===== config.mk =====
export PLATFORM = sky130hd
export DESIGN_NAME = ingress_cpl_router
export DESIGN_NICKNAME = d
export VERILOG_FILES = /design/src/rtl/ingress_cpl_router.sv
export SDC_FILE = /design/constraint.sdc
export NUM_CORES = 1
export LEC_CHECK = 0
export ABC_AREA = 0
export CORE_AREA = 2 2 235 237
export CTS_CLUSTER_DIAMETER = 150
export DETAILED_ROUTE_END_ITERATION = 8
export DIE_AREA = 0 0 237 239
export DONT_BUFFER_PORTS = 1
export PLACE_DENSITY = 0.45
export SLEW_MARGIN = 40
export SYNTH_ARGS = -nofsm -noshare
export SYNTH_HDL_FRONTEND = slang
export SYNTH_SLANG_ARGS = --single-unit

===== constraint.sdc =====
create_clock -name clk -period 4.6 [get_ports clk]
set_clock_uncertainty 0.2 [all_clocks]
set_input_delay 0.46 -clock clk [delete_from_list [all_inputs] [get_ports clk]]
set_output_delay 0.46 -clock clk [all_outputs]
set_load 0.01 [all_outputs]

===== src/rtl/ingress_cpl_router.sv =====
// Completion router: steers incoming completion TLPs to one of NUM_DST streams using a
// per-tag destination table filled at request time, and releases tags on their final completion.
module ingress_cpl_router #(
    parameter int DW        = 256,
    parameter int KW        = DW / 32,
    parameter int TAG_W     = 5,
    parameter int NUM_DST   = 4,
    parameter int DST_W     = $clog2(NUM_DST),
    parameter int ERR_CNT_W = 16
) (
    input  logic                 clk,
    input  logic                 rst_n,
    input  logic                 tag_vld,
    input  logic [TAG_W-1:0]     tag,
    input  logic [DST_W-1:0]     tag_dst,
    input  logic                 cpl_valid,
    output logic                 cpl_rdy,
    input  logic [DW-1:0]        cpl_data,
    input  logic [KW-1:0]        cpl_keep,
    input  logic                 cpl_sop,
    input  logic                 cpl_eop,
    input  logic [TAG_W-1:0]     cpl_tag,
    input  logic                 cpl_final,
    output logic [NUM_DST-1:0]   m_tvalid,
    input  logic [NUM_DST-1:0]   m_tready,
    output logic [DW-1:0]        m_tdata,
    output logic [KW-1:0]        m_tkeep,
    output logic                 m_sop,
    output logic                 m_eop,
    output logic [TAG_W:0]       outstanding,
    output logic                 err_unexp,
    output logic                 err_dup,
    output logic [ERR_CNT_W-1:0] err_unexp_cnt,
    output logic [ERR_CNT_W-1:0] err_dup_cnt
);

    localparam int NUM_TAG = 2 ** TAG_W;
    localparam logic [DST_W:0] NUM_DST_EXT = (DST_W + 1)'(NUM_DST);

    // Handshake: a completion beat transfers on a clk edge where cpl_valid && cpl_rdy;
    // an output beat transfers on an edge where m_tvalid[i] && m_tready[i].
    typedef enum logic [1:0] {
        ST_IDLE = 2'd0,
        ST_FWD  = 2'd1,
        ST_DROP = 2'd2
    } state_e;

    // Per-packet context; state is kept here so it is visible as one named struct.
    typedef struct packed {
        state_e             state;
        logic [DST_W-1:0]   dst;
        logic               fin;
        logic [TAG_W-1:0]   tag;
    } pkt_ctx_t;

    pkt_ctx_t                     ctx_q, ctx_d;
    logic [NUM_TAG-1:0]           tbl_vld_q, tbl_vld_d;
    logic [NUM_TAG-1:0][DST_W-1:0] tbl_dst_q, tbl_dst_d;

    logic                 obuf_vld_q, obuf_vld_d;
    logic [DST_W-1:0]     obuf_dst_q, obuf_dst_d;
    logic [DW-1:0]        obuf_data_q, obuf_data_d;
    logic [KW-1:0]        obuf_keep_q, obuf_keep_d;
    logic                 obuf_sop_q, obuf_sop_d;
    logic                 obuf_eop_q, obuf_eop_d;

    logic [TAG_W:0]       outstanding_q, outstanding_d;
    logic                 unexp_q, unexp_d;
    logic                 dup_q, dup_d;
    logic [ERR_CNT_W-1:0] unexp_cnt_q, unexp_cnt_d;
    logic [ERR_CNT_W-1:0] dup_cnt_q, dup_cnt_d;

    logic                 obuf_free;
    logic                 acc;
    logic                 lkp_vld;
    logic [DST_W-1:0]     lkp_dst;
    logic                 lkp_hit;
    logic                 fwd_load;
    logic [DST_W-1:0]     fwd_dst;
    logic                 rel;
    logic [TAG_W-1:0]     rel_tag;
    logic                 inc;
    logic                 dec;

    always_comb begin
        lkp_vld = tbl_vld_q[cpl_tag];
        lkp_dst = tbl_dst_q[cpl_tag];
        lkp_hit = lkp_vld && ({1'b0, lkp_dst} < NUM_DST_EXT);
    end

    // Packet FSM and output slice.
    always_comb begin
        ctx_d       = ctx_q;
        obuf_vld_d  = obuf_vld_q;
        obuf_dst_d  = obuf_dst_q;
        obuf_data_d = obuf_data_q;
        obuf_keep_d = obuf_keep_q;
        obuf_sop_d  = obuf_sop_q;
        obuf_eop_d  = obuf_eop_q;
        fwd_load    = 1'b0;
        fwd_dst     = ctx_q.dst;
        rel         = 1'b0;
        rel_tag     = ctx_q.tag;
        unexp_d     = 1'b0;

        obuf_free = !obuf_vld_q || m_tready[obuf_dst_q];
        cpl_rdy   = (ctx_q.state == ST_DROP) ? 1'b1 : obuf_free;
        acc       = cpl_valid && cpl_rdy;

        if (obuf_vld_q && m_tready[obuf_dst_q]) begin
            obuf_vld_d = 1'b0;
        end

        case (ctx_q.state)
            ST_IDLE: begin
                // Non-sop beats seen while idle have no owner and are discarded.
                if (acc && cpl_sop) begin
                    if (lkp_hit) begin
                        fwd_load  = 1'b1;
                        fwd_dst   = lkp_dst;
                        ctx_d.dst = lkp_dst;
                        ctx_d.fin = cpl_final;
                        ctx_d.tag = cpl_tag;
                        if (cpl_eop) begin
                            rel     = cpl_final;
                            rel_tag = cpl_tag;
                        end else begin
                            ctx_d.state = ST_FWD;
                        end
                    end else begin
                        unexp_d = 1'b1;
                        if (!cpl_eop) begin
                            ctx_d.state = ST_DROP;
                        end
                    end
                end
            end
            ST_FWD: begin
                if (acc) begin
                    fwd_load = 1'b1;
                    if (cpl_eop) begin
                        rel         = ctx_q.fin;
                        ctx_d.state = ST_IDLE;
                    end
                end
            end
            ST_DROP: begin
                if (acc && cpl_eop) begin
                    ctx_d.state = ST_IDLE;
                end
            end
            default: begin
                ctx_d.state = ST_IDLE;
            end
        endcase

        if (fwd_load) begin
            obuf_vld_d  = 1'b1;
            obuf_dst_d  = fwd_dst;
            obuf_data_d = cpl_data;
            obuf_keep_d = cpl_keep;
            // A sop flag arriving mid-packet is body data, so only the idle-state beat is a start.
            obuf_sop_d  = (ctx_q.state == ST_IDLE);
            obuf_eop_d  = cpl_eop;
        end
    end

    // Tag table, outstanding count and error tracking. Allocation is applied after
    // release so a same-cycle allocation of the releasing tag keeps the entry valid.
    always_comb begin
        tbl_vld_d = tbl_vld_q;
        tbl_dst_d = tbl_dst_q;
        if (rel) begin
            tbl_vld_d[rel_tag] = 1'b0;
        end
        if (tag_vld) begin
            tbl_vld_d[tag] = 1'b1;
            tbl_dst_d[tag] = tag_dst;
        end

        inc = tag_vld && !tbl_vld_q[tag];
        dec = rel && tbl_vld_q[rel_tag] && !(tag_vld && (tag == rel_tag));

        outstanding_d = outstanding_q;
        case ({inc, dec})
            2'b10:   outstanding_d = outstanding_q + (TAG_W + 1)'(1);
            2'b01:   outstanding_d = outstanding_q - (TAG_W + 1)'(1);
            default: outstanding_d = outstanding_q;
        endcase

        dup_d = tag_vld && tbl_vld_q[tag];

        unexp_cnt_d = unexp_cnt_q;
        if (unexp_d && (unexp_cnt_q != {ERR_CNT_W{1'b1}})) begin
            unexp_cnt_d = unexp_cnt_q + ERR_CNT_W'(1);
        end
        dup_cnt_d = dup_cnt_q;
        if (dup_d && (dup_cnt_q != {ERR_CNT_W{1'b1}})) begin
            dup_cnt_d = dup_cnt_q + ERR_CNT_W'(1);
        end
    end

    always_ff @(posedge clk) begin
        if (!rst_n) begin
            ctx_q         <= '0;
            tbl_vld_q     <= '0;
            tbl_dst_q     <= '0;
            obuf_vld_q    <= 1'b0;
            obuf_dst_q    <= '0;
            obuf_data_q   <= '0;
            obuf_keep_q   <= '0;
            obuf_sop_q    <= 1'b0;
            obuf_eop_q    <= 1'b0;
            outstanding_q <= '0;
            unexp_q       <= 1'b0;
            dup_q         <= 1'b0;
            unexp_cnt_q   <= '0;
            dup_cnt_q     <= '0;
        end else begin
            ctx_q         <= ctx_d;
            tbl_vld_q     <= tbl_vld_d;
            tbl_dst_q     <= tbl_dst_d;
            obuf_vld_q    <= obuf_vld_d;
            obuf_dst_q    <= obuf_dst_d;
            obuf_data_q   <= obuf_data_d;
            obuf_keep_q   <= obuf_keep_d;
            obuf_sop_q    <= obuf_sop_d;
            obuf_eop_q    <= obuf_eop_d;
            outstanding_q <= outstanding_d;
            unexp_q       <= unexp_d;
            dup_q         <= dup_d;
            unexp_cnt_q   <= unexp_cnt_d;
            dup_cnt_q     <= dup_cnt_d;
        end
    end

    always_comb begin
        for (int i = 0; i < NUM_DST; i++) begin
            m_tvalid[i] = obuf_vld_q && (obuf_dst_q == DST_W'(i));
        end
    end

    assign m_tdata       = obuf_data_q;
    assign m_tkeep       = obuf_keep_q;
    assign m_sop         = obuf_sop_q;
    assign m_eop         = obuf_eop_q;
    assign outstanding   = outstanding_q;
    assign err_unexp     = unexp_q;
    assign err_dup       = dup_q;
    assign err_unexp_cnt = unexp_cnt_q;
    assign err_dup_cnt   = dup_cnt_q;

endmodule


==> Word level (Yosys, flattened, before mapping) <==
Index checks and enable logic that the tools add are counted.
{ "word_totals": {"register_bits": 415, "input_bits": 287} }
{ "op_classes": {"order_cmp": 6, "n_reduce_logical": 27, "muxes": 52, "addsub": 4, "n_bitwise": 3, "eq_ne": 15} }
{ "op_table": {"columns": ["operator", "n"], "rows": [
  ["$bwmux 64", 1],
  ["$mux 32", 2],
  ["$add 16x1->16 const B", 2],
  ["$and 32x32->32", 1],
  ["$ne 16x16->1 const B", 2],
  ["$not 32->32", 1],
  ["$or 32x32->32", 1],
  ["$mux 2", 11],
  ["$mux 1", 20],
  ["$mux 5", 4],
  ["$lt 5x6->1 const B", 3],
  ["$logic_and 1x1->1", 17],
  ["$bmux 1 s5", 3],
  ["$pmux 6 s2", 1],
  ["$bmux 2 s5", 1],
  ["$demux 1 s5", 2],
  ["$demux 2 s5", 1],
  ["$ge 5x1->1 const B", 2],
  ["$mux 10", 1],
  ["$eq 2x2->1 const B", 4],
  ["$mux 8", 1],
  ["$ne 2x2->1 const B", 4],
  ["$add 6x1->6 const B", 1],
  ["$eq 2x1->1 const B", 3],
  ["13 further kinds", 18]
]} }

==> Longest topological paths before layout <==
Gate-level depths: netlist of the first run.
{ "depth": {"ltp_word": 17, "ltp_mapped": 22, "depth_no_buf": 19} }

==> Worst setup path after synthesis of the first run <==
No wires, ideal clock.
{ "synth_timing": {"path_kind": "input port to flip-flop", "startpoint": "in cpl_tag[4]", "endpoint": "reg outstanding_q[5], in the netlist outstanding[5]", "n_path_buf": 3, "path_slack_ns": -0.075, "setup_time_ns": 0.070, "arrival_ns": 4.404, "path_stages": 22, "cell_sequence": "clkbuf_1 -> inv_1 -> a311oi_1 -> nand3_1 -> a41oi_4 -> nand2_2 -> mux2_2 -> buf_2 -> buf_2 -> nand2_1 -> a22oi_1 -> o22ai_1 -> nor4_2 -> ha_1 -> ha_1 -> a21o_1 -> a21oi_1 -> o21bai_1 -> a21oi_1 -> xor2_1 -> or3_1 -> a21oi_1"} }
{ "synth_between": {"elab_chain_len": 11} }
{ "synth_lines": {"columns": ["item", "line", "source"], "rows": [
  ["start: declaration", "22", "input logic [TAG_W-1:0] cpl_tag,"],
  ["$bmux 1 s5", "86", "lkp_vld = tbl_vld_q[cpl_tag];"],
  ["$mux 1 (implied by the code)", "86", null],
  ["$mux 5", "118", "if (lkp_hit) begin"],
  ["$mux 5", "117", "if (acc && cpl_sop) begin"],
  ["$mux 5", "114", "case (ctx_q.state)"],
  ["$bmux 1 s5 / $eq 5x5->1 (equally long branches)", "182", "dec = rel && tbl_vld_q[rel_tag] && !(tag_vld && (tag == rel_tag));"],
  ["$mux 1 (implied by the code) / $logic_and 1x1->1 (equally long branches)", "182", null],
  ["$logic_and 1x1->1 / $logic_not 1->1 (equally long branches)", "182", null],
  ["$logic_and 1x1->1 *", "182", null],
  ["$eq 2x1->1 / $eq 2x2->1 (equally long branches)", "185", "case ({inc, dec})"],
  ["$pmux 6 s2 / $reduce_bool 2->1 (equally long branches)", null, null],
  ["end signal: assignment", "229", "outstanding_q <= outstanding_d;"],
  ["end: declaration", "67", "logic [TAG_W:0] outstanding_q, outstanding_d;"]
]} }
Every way passes the cells marked *; elsewhere a longest branch is shown, timed or not. The select of a mux whose other input is x is not followed.
A chain may end at the register's enable or synchronous reset.

==> Worst setup path after layout of the first run <==
{ "layout_timing": {"startpoint": "reg obuf_dst_q[0]", "endpoint": "reg outstanding_q[5], in the netlist outstanding[5]"} }
{ "layout_between": {"elab_chain_len": 14} }
{ "layout_lines": {"columns": ["item", "line", "source"], "rows": [
  ["start: declaration", "61", "logic [DST_W-1:0] obuf_dst_q, obuf_dst_d;"],
  ["start signal: assignment", "224", "obuf_dst_q <= obuf_dst_d;"],
  ["$bmux 1 s2 *", "106", "obuf_free = !obuf_vld_q || m_tready[obuf_dst_q];"],
  ["$mux 1 (implied by the code) *", "106", null],
  ["$logic_or 1x1->1 *", "106", null],
  ["$mux 1 *", "107", "cpl_rdy = (ctx_q.state == ST_DROP) ? 1'b1 : obuf_free;"],
  ["$logic_and 1x1->1 *", "108", "acc = cpl_valid && cpl_rdy;"],
  ["$logic_and 1x1->1", "117", null],
  ["$mux 5", "117", null],
  ["$mux 5", "114", null],
  ["$bmux 1 s5 / $eq 5x5->1 (equally long branches)", "182", null],
  ["$mux 1 (implied by the code) / $logic_and 1x1->1 (equally long branches)", "182", null],
  ["$logic_and 1x1->1 / $logic_not 1->1 (equally long branches)", "182", null],
  ["$logic_and 1x1->1 *", "182", null],
  ["$eq 2x1->1 / $eq 2x2->1 (equally long branches)", "185", null],
  ["$pmux 6 s2 / $reduce_bool 2->1 (equally long branches)", null, null]
]} }
Marks and branches as above.

==> flow_summary_export.csv, run 1 <==
group,metric,value,unit
status,status,"finished, final reports clean",
route,viasPerCell,5.10,
route,highest_layer,"met5",
global_route,grt.overflow.total,0,
critical_path,startpoint_type,"flop",
floorplan,die_w,237,um
placement,numPortBuffers,0,
synth,synth_flop_cell,"dfxtp_1",
synth,synthCells,2026,
floorplan,die_h,239,um
placement,place_area,17600,um2
power,powerDensity,373,nW/um2
critical_path,reg2reg_slack,0.17,ns
timing,fin_ws,0.166,ns
power,ir_worst_vdd,0.000261,V
clock_tree,cts.sinks,415,
timing,final-setup-viol-count,0,
timing,hold_viol_final,0,
critical_path,cp-end-kind,"flop",
clock_tree,cts_tree,"done",
critical_path,arrival,4.75,ns
placement,gp_routability_congestion,0.881,
critical_path,required,4.92,ns
route,first_pass_iters,5,
global_route,grt_pass1_wl,94.2,mm
critical_path,cp_max_fo,6,
timing,slew_violations,0,
hold_path,min_path_type,"input port to flop",
placement,place_ws,-0.0641,ns
synth,synth_top_family_by_area,"simple AND/OR/NAND/NOR gates",
synth,ys_seq_elements,415,
synth,syn_nets,2321,
timing,period_needed,4.43,ns
critical_path,crit_type,"flop to flop",
floorplan,initial_core_util,30.6,%
route,drc_errors,0,
floorplan,core,54300,um2
placement,post-dp-hpwl,45.0,mm
clock_tree,path_clk_slew,0.06,ns
synth,synth_compound_area_share,14.2,%
timing,slew_headroom,48.2,%
route,detail-route-antenna-nets,0,
timing,finalCritPeriodShare,96.4,%
global_route,antenna_found_initial,9,
power,leakagePower,7.84,nW
synth,yosysWarnings,0,
global_route,grt_max_degree,160,
placement,dp_cells,2657,
synth,yosysUniqueCellTypes,55,
synth,seq_area_frac_synth,49.9,%
synth,yosys.area_share.adder,0.647,%
layout,fin_area,22100,um2
layout,fin_nets,2592,
global_route,grt_usage,21.4,%
job,cap_violations,0,
clock_tree,clockBufferDepth,3,
synth,synth_simple_gate_area_share,21.7,%
floorplan,row_count,86,
clock_tree,cts-buffers-inserted,47,
synth,muxShareOfSynthArea,7.65,%
route,drtIter0Drc,993,
synth,synth_xor_area_share,1.89,%
route,wl_per_cell,20.9,um
layout,syn_to_final_growth,32.9,%
timing,worst_pin_slew,0.777,ns
clock_tree,insertion_delay,0.58,ns
floorplan,die-area,56600,um2
synth,syn_area_per_cell,8.21,um2
synth,synth_edf_count,0,
layout,final_cells,3041,
clock_tree,htree_levels,2,
synth,synth_area,16600,um2
synth,async_reset_ff_share,0,%
route,drt_wl_total,63.6,mm
route,met1_length,25.6,mm
clock_tree,cts_root_buffer,"clkbuf_16",
global_route,first_global_vias,15500,
power,p_total,0.00825,W
floorplan,io_pins,598,
timing,tns,0,ns
route,route.met3.wl,5.34,mm
layout,final_layout_size_suffix_gt1_share,9.47,%
timing,fmax,226,MHz
route,vias,15500,
route,route.met2.wl,30.8,mm
timing,rsz0062_at_grt,"true",
## report_power, final
| group | leakage (nW) | switching (W) | internal (W) | total [W] |
|---|---|---|---|---|
| clock | 0.739 | 0.00157 | 0.00210 | 0.00366 |
| combinational | 3.74 | 0.000391 | 0.000333 | 0.000724 |
| sequential | 3.36 | 0.000152 | 0.00371 | 0.00386 |
| total | 7.84 | 0.00211 | 0.00614 | 0.00825 |
## cell type report
type	instances	area (um2)
antenna	4	10.0
tap	704	881
clock inverter	17	140
multi-input combinational	1454	7810
inverter	13	61.3
sequential	415	8310
fill	5405	32200
clock buffer	68	1350
timing repair buffer	366	3560
## critical path, stage by stage (launching register included)
cell	delay [ns]
dfxtp_2	0.34
mux4_2	0.50
nand2b_4	0.17
nand4_4	0.10
a41oi_4	0.05
nand2_2	0.13
buf_6	0.14
mux2i_1	0.18
buf_4	0.19
buf_6	0.14
a21oi_2	0.03
a22oi_1	0.18
o22ai_2	0.14
nor4_2	0.32
ha_2	0.29
ha_4	0.20
a21o_1	0.16
a21oi_2	0.14
o21bai_1	0.09
a21oi_1	0.15
xor2_1	0.09
or3_1	0.30
a21oi_1	0.12
## layer usage
metal  track usage [%]  vias to the layer above
li1                  -                     7358
met1              25.7                     7421
met2              36.2                      590
met3              7.11                      138
met4              6.77                        8
met5                 0                        -
## final timing paths
check,from,cells past startpoint,end
worst max register to register,obuf_dst_q[0],22,outstanding[5]
worst min register to register,tbl_dst_q[14],2,tbl_dst_q[14]
worst max-delay path,obuf_dst_q[0],22,outstanding[5]
worst min-delay path,rst_n,2,err_unexp_cnt[6]
## logic make-up after synthesis
| logic type | after synthesis |
|---|---|
| mux | 87 |
| xor+xnor | 36 |
| compound gates | 449 |
| fa+ha+maj | 8 |
| buf+inv | 157 |
| simple gates | 874 |
| flops | 415 |
## synthesized netlist by cell type (3+ instances only)
cell	number	area share, %
a22oi_1	13	0.59
ha_1	7	0.53
buf_2	31	0.93
clkbuf_1	106	2.4
o221ai_1	4	0.21
and2_1	14	0.53
nor2_1	81	1.8
nor3b_1	6	0.27
mux2i_4	3	0.41
mux2i_1	54	3.2
inv_1	12	0.27
or2_2	4	0.15
xor2_1	21	1.1
or3_1	6	0.23
nand2b_1	8	0.30
o22ai_1	3	0.11
mux4_2	29	3.9
nand2_1	648	15
dfxtp_1	415	50
nand4_1	8	0.30
a21oi_1	370	11
nand3_1	62	1.9
and3b_1	5	0.26
and4_1	3	0.16
buf_1	3	0.068
xnor2_1	15	0.79
nor3_1	5	0.15
nor2b_1	6	0.23
o21ai_0	43	1.3
and3_1	11	0.41
## what timing repair did
action                                 in CTS  in global routing
setup endpoints to repair                   1                  2
pin swaps                                   1                 18
buffers inserted                            4                 10
endpoints found under the hold margin     347                  0
gates resized for setup                     1                 20
hold buffers                              281                  0
## layout by cell type (no fill, tap or decap), types with 5 or more instances in the layout
cell           Yosys  final
buf_12             0      7
a21oi_1          370    367
xor2_1            21     21
inv_1             12     11
buf_4              2     74
clkinv_2           0     10
a22oi_1           13     13
mux4_2            29     29
o21ai_0           43     43
dlygate4sd3_1      0    279
nor3b_1            6      5
clkbuf_8           0      7
xnor2_1           15     15
clkbuf_1         106     13
dfxtp_1          415    414
and3b_1            5      5
and3_1            11     11
and2_1            14     14
nand2b_1           8      8
or3_1              6      6
clkbuf_16          0     48
nand2_1          648    648
nand4_1            8      8
nor2_1            81     80
mux2i_1           54     51
nor2b_1            6      6
nor3_1             5      5
nand3_1           62     62
## registers in the layout, indices dropped and copies added, names as in the netlist
register	count
ctx_q	10
err_dup	1
err_dup_cnt	16
err_unexp	1
err_unexp_cnt	16
m_eop	1
m_sop	1
m_tdata	256
m_tkeep	8
obuf_dst_q	2
obuf_vld_q	1
outstanding	6
tbl_dst_q	64
tbl_vld_q	32
## metrics by stage
step                      hold slack [ns]  utilization (%)
after floorplan                     0.233                -
after global placement              0.240             32.3
after detailed placement            0.247             32.3
after CTS                          0.0197             40.4
after global routing               0.0356             40.7
final                             0.00692             40.7
(Power assumes the default switching activity.)
==> inputs of run 2 (changes only) <==
--- a/config.mk
+++ b/config.mk
@@ -11,7 +11,7 @@
 export DETAILED_ROUTE_END_ITERATION = 8
 export DIE_AREA = 0 0 237 239
 export DONT_BUFFER_PORTS = 1
-export PLACE_DENSITY = 0.45
+export PLACE_DENSITY = 0.43
 export SLEW_MARGIN = 40
 export SYNTH_ARGS = -nofsm -noshare
 export SYNTH_HDL_FRONTEND = slang
==> constraint.sdc (replaced) <==
create_clock -name clk -period 5.5 [get_ports clk]
set_clock_uncertainty 0.2 [all_clocks]
set_input_delay 0.55 -clock clk [delete_from_list [all_inputs] [get_ports clk]]
set_output_delay 0.55 -clock clk [all_outputs]
set_load 0.01 [all_outputs]
==> run 2 against run 1 <==
Sequential power fell by 16%; first-iteration DRC count shrank 9.4%; die area stayed put; setup slack improved by 0.24 ns; non-clock buffer count fell by 69; worst hold slack gained 0.022 ns; largest power group unchanged.
==> flow_summary_export.csv, run 2 (same netlist as run 1, synthesis figures left out) <==
group,metric,value,unit
status,status,"finished, final reports clean",
clock_tree,cts-buffers-inserted,48,
critical_path,cp_max_fo,16,
critical_path,crit_type,"flop to flop",
clock_tree,cts_root_buffer,"clkbuf_16",
floorplan,die-area,56600,um2
route,first_pass_iters,5,
route,viasPerCell,5.10,
critical_path,startpoint_type,"flop",
critical_path,rr_worst_depth,19,
floorplan,row_count,86,
clock_tree,insertion_delay,0.60,ns
floorplan,die_w,237,um
placement,numPortBuffers,0,
job,cap_violations,0,
global_route,grt_max_degree,144,
global_route,grt_usage,22.3,%
clock_tree,cts.sinks,415,
global_route,antenna_found_initial,15,
critical_path,cp_num_buf_inv,0,
critical_path,path_common_cell,"a21oi_1",
power,leakagePower,7.55,nW
timing,slew_headroom,44.8,%
route,wl_per_cell,22.3,um
hold_path,hold_depth,2,
critical_path,cp-end-kind,"flop",
clock_tree,htree_levels,2,
timing,hold_viol_final,0,
critical_path,crit_family,"multiplexers",
clock_tree,cts_tree,"done",
layout,layout_commonest_cell,"nand2_1",
placement,gp_routability_congestion,0.894,
global_route,use_met2,36.1,%
clock_tree,path_clk_slew,0.06,ns
critical_path,crit_cells,19,
route,drt_wl_total,66.3,mm
floorplan,initial_core_util,30.6,%
timing,period_needed,5.09,ns
global_route,grt.overflow.total,0,
timing,fmax,196,MHz
critical_path,crit_chain,"mux4_2, nand2b_4, nand4_4, a41oi_4, nand2_2, mux2_2, mux2i_1, mux2i_1, o221ai_1, nor4_2, ha_2, ha_1, a21o_1, a21oi_1, o21bai_1, a21oi_1, xor2_1, or3_1, a21oi_1",
timing,final-setup-viol-count,0,
critical_path,required,5.80,ns
power,ir_worst_vdd,0.000198,V
hold_path,min_path_type,"input port to flop",
layout,final_cell_mix,"nand2_1 (648), dfxtp_1 (415), a21oi_1 (370)",
timing,finalCritPeriodShare,92.6,%
timing,tns,0,ns
placement,post-dp-hpwl,47.7,mm
global_route,first_global_vias,14800,
timing,worst_pin_slew,0.829,ns
route,drc_errors,0,
floorplan,core,54300,um2
layout,final_layout_size_suffix_gt1_share,6.80,%
critical_path,cp_slowest_stage_delay,0.55,ns
layout,syn_to_final_growth,29.4,%
layout,final_cells,2974,
power,p_total,0.00697,W
global_route,grt_pass1_wl,96.5,mm
placement,dp_cells,2618,
route,vias,15200,
power,powerDensity,324,nW/um2
layout,largest_reg_flops,256,
global_route,busiest_layer,"met2",
global_route,met3_usage,6.95,%
floorplan,io_pins,598,
critical_path,arrival,5.39,ns
global_route,grtUsageMet1,29.0,%
timing,slew_violations,0,
route,drtIter0Drc,900,
clock_tree,cts_setup_buffers,0,
timing,rsz0062_at_grt,"false",
critical_path,slowest_stage,"mux2_2",
layout,fin_nets,2524,
route,detail-route-antenna-nets,0,
floorplan,die_h,239,um
clock_tree,clockBufferDepth,3,
[run 2: layout make-up]
type,count,area [um2]
timing repair buffer,297,3020
antenna,6,15.0
clock buffer,73,1410
fill,5475,32800
clock inverter,12,124
inverter,13,61.3
tap,704,881
sequential,415,8310
multi-input combinational,1454,7720
[run 2: per-layer routing]
layer,part of all wire [%],vias to the layer above
met5,0.20,-
met4,1.8,20
met3,8.0,103
met2,47,573
met1,43,7268
li1,-,7203
[run 2: path summary, 6_finish.rpt]
kind / startpoint / to / slack, ns
max reg2reg: obuf_dst_q[0] / outstanding[5] / 0.41
max: obuf_dst_q[0] / outstanding[5] / 0.41
min: cpl_data[3] / m_tdata[3] / 0.03
min reg2reg: tbl_dst_q[37] / tbl_dst_q[37] / 0.25
[run 2: worst register-to-register path, delay by kind of cell, from the launching register on]
family	cells	cell delay, ns
adder cells (fa/ha/maj)	2	0.58
AND/OR/NAND/NOR	5	1.25
XOR/XNOR	1	0.09
flip-flops	1	0.43
AO/OA/AOI/OAI	7	1.01
multiplexers	4	1.45
[run 2: what timing repair did]
action / 4_1_cts / 5_1_grt
endpoints found under the hold margin: 333 / 0
setup endpoints to repair: 0 / 1
hold buffers: 265 / 0
resized for setup: 0 / 1
[run 2: power by group]
group	switching [W]	leakage [nW]	internal (W)
logic	0.000320	3.44	0.000260
registers	0.000136	3.36	0.00310
clock network	0.00130	0.751	0.00185
[run 2: through the flow]
step / hold WS (ns) / cell area, um2 / setup slack [ns] / utilization, %
finish: 0.0285 / 21500 / 0.408 / 39.6
global route: 0.0224 / 21500 / 0.0933 / 39.6
CTS: 0.0203 / 21500 / 0.317 / 39.6
detailed placement: 0.247 / 17300 / 0.309 / 31.8
global placement: 0.240 / 17300 / 0.331 / 31.8
floorplan: 0.233 / 16600 / 0.735 / -
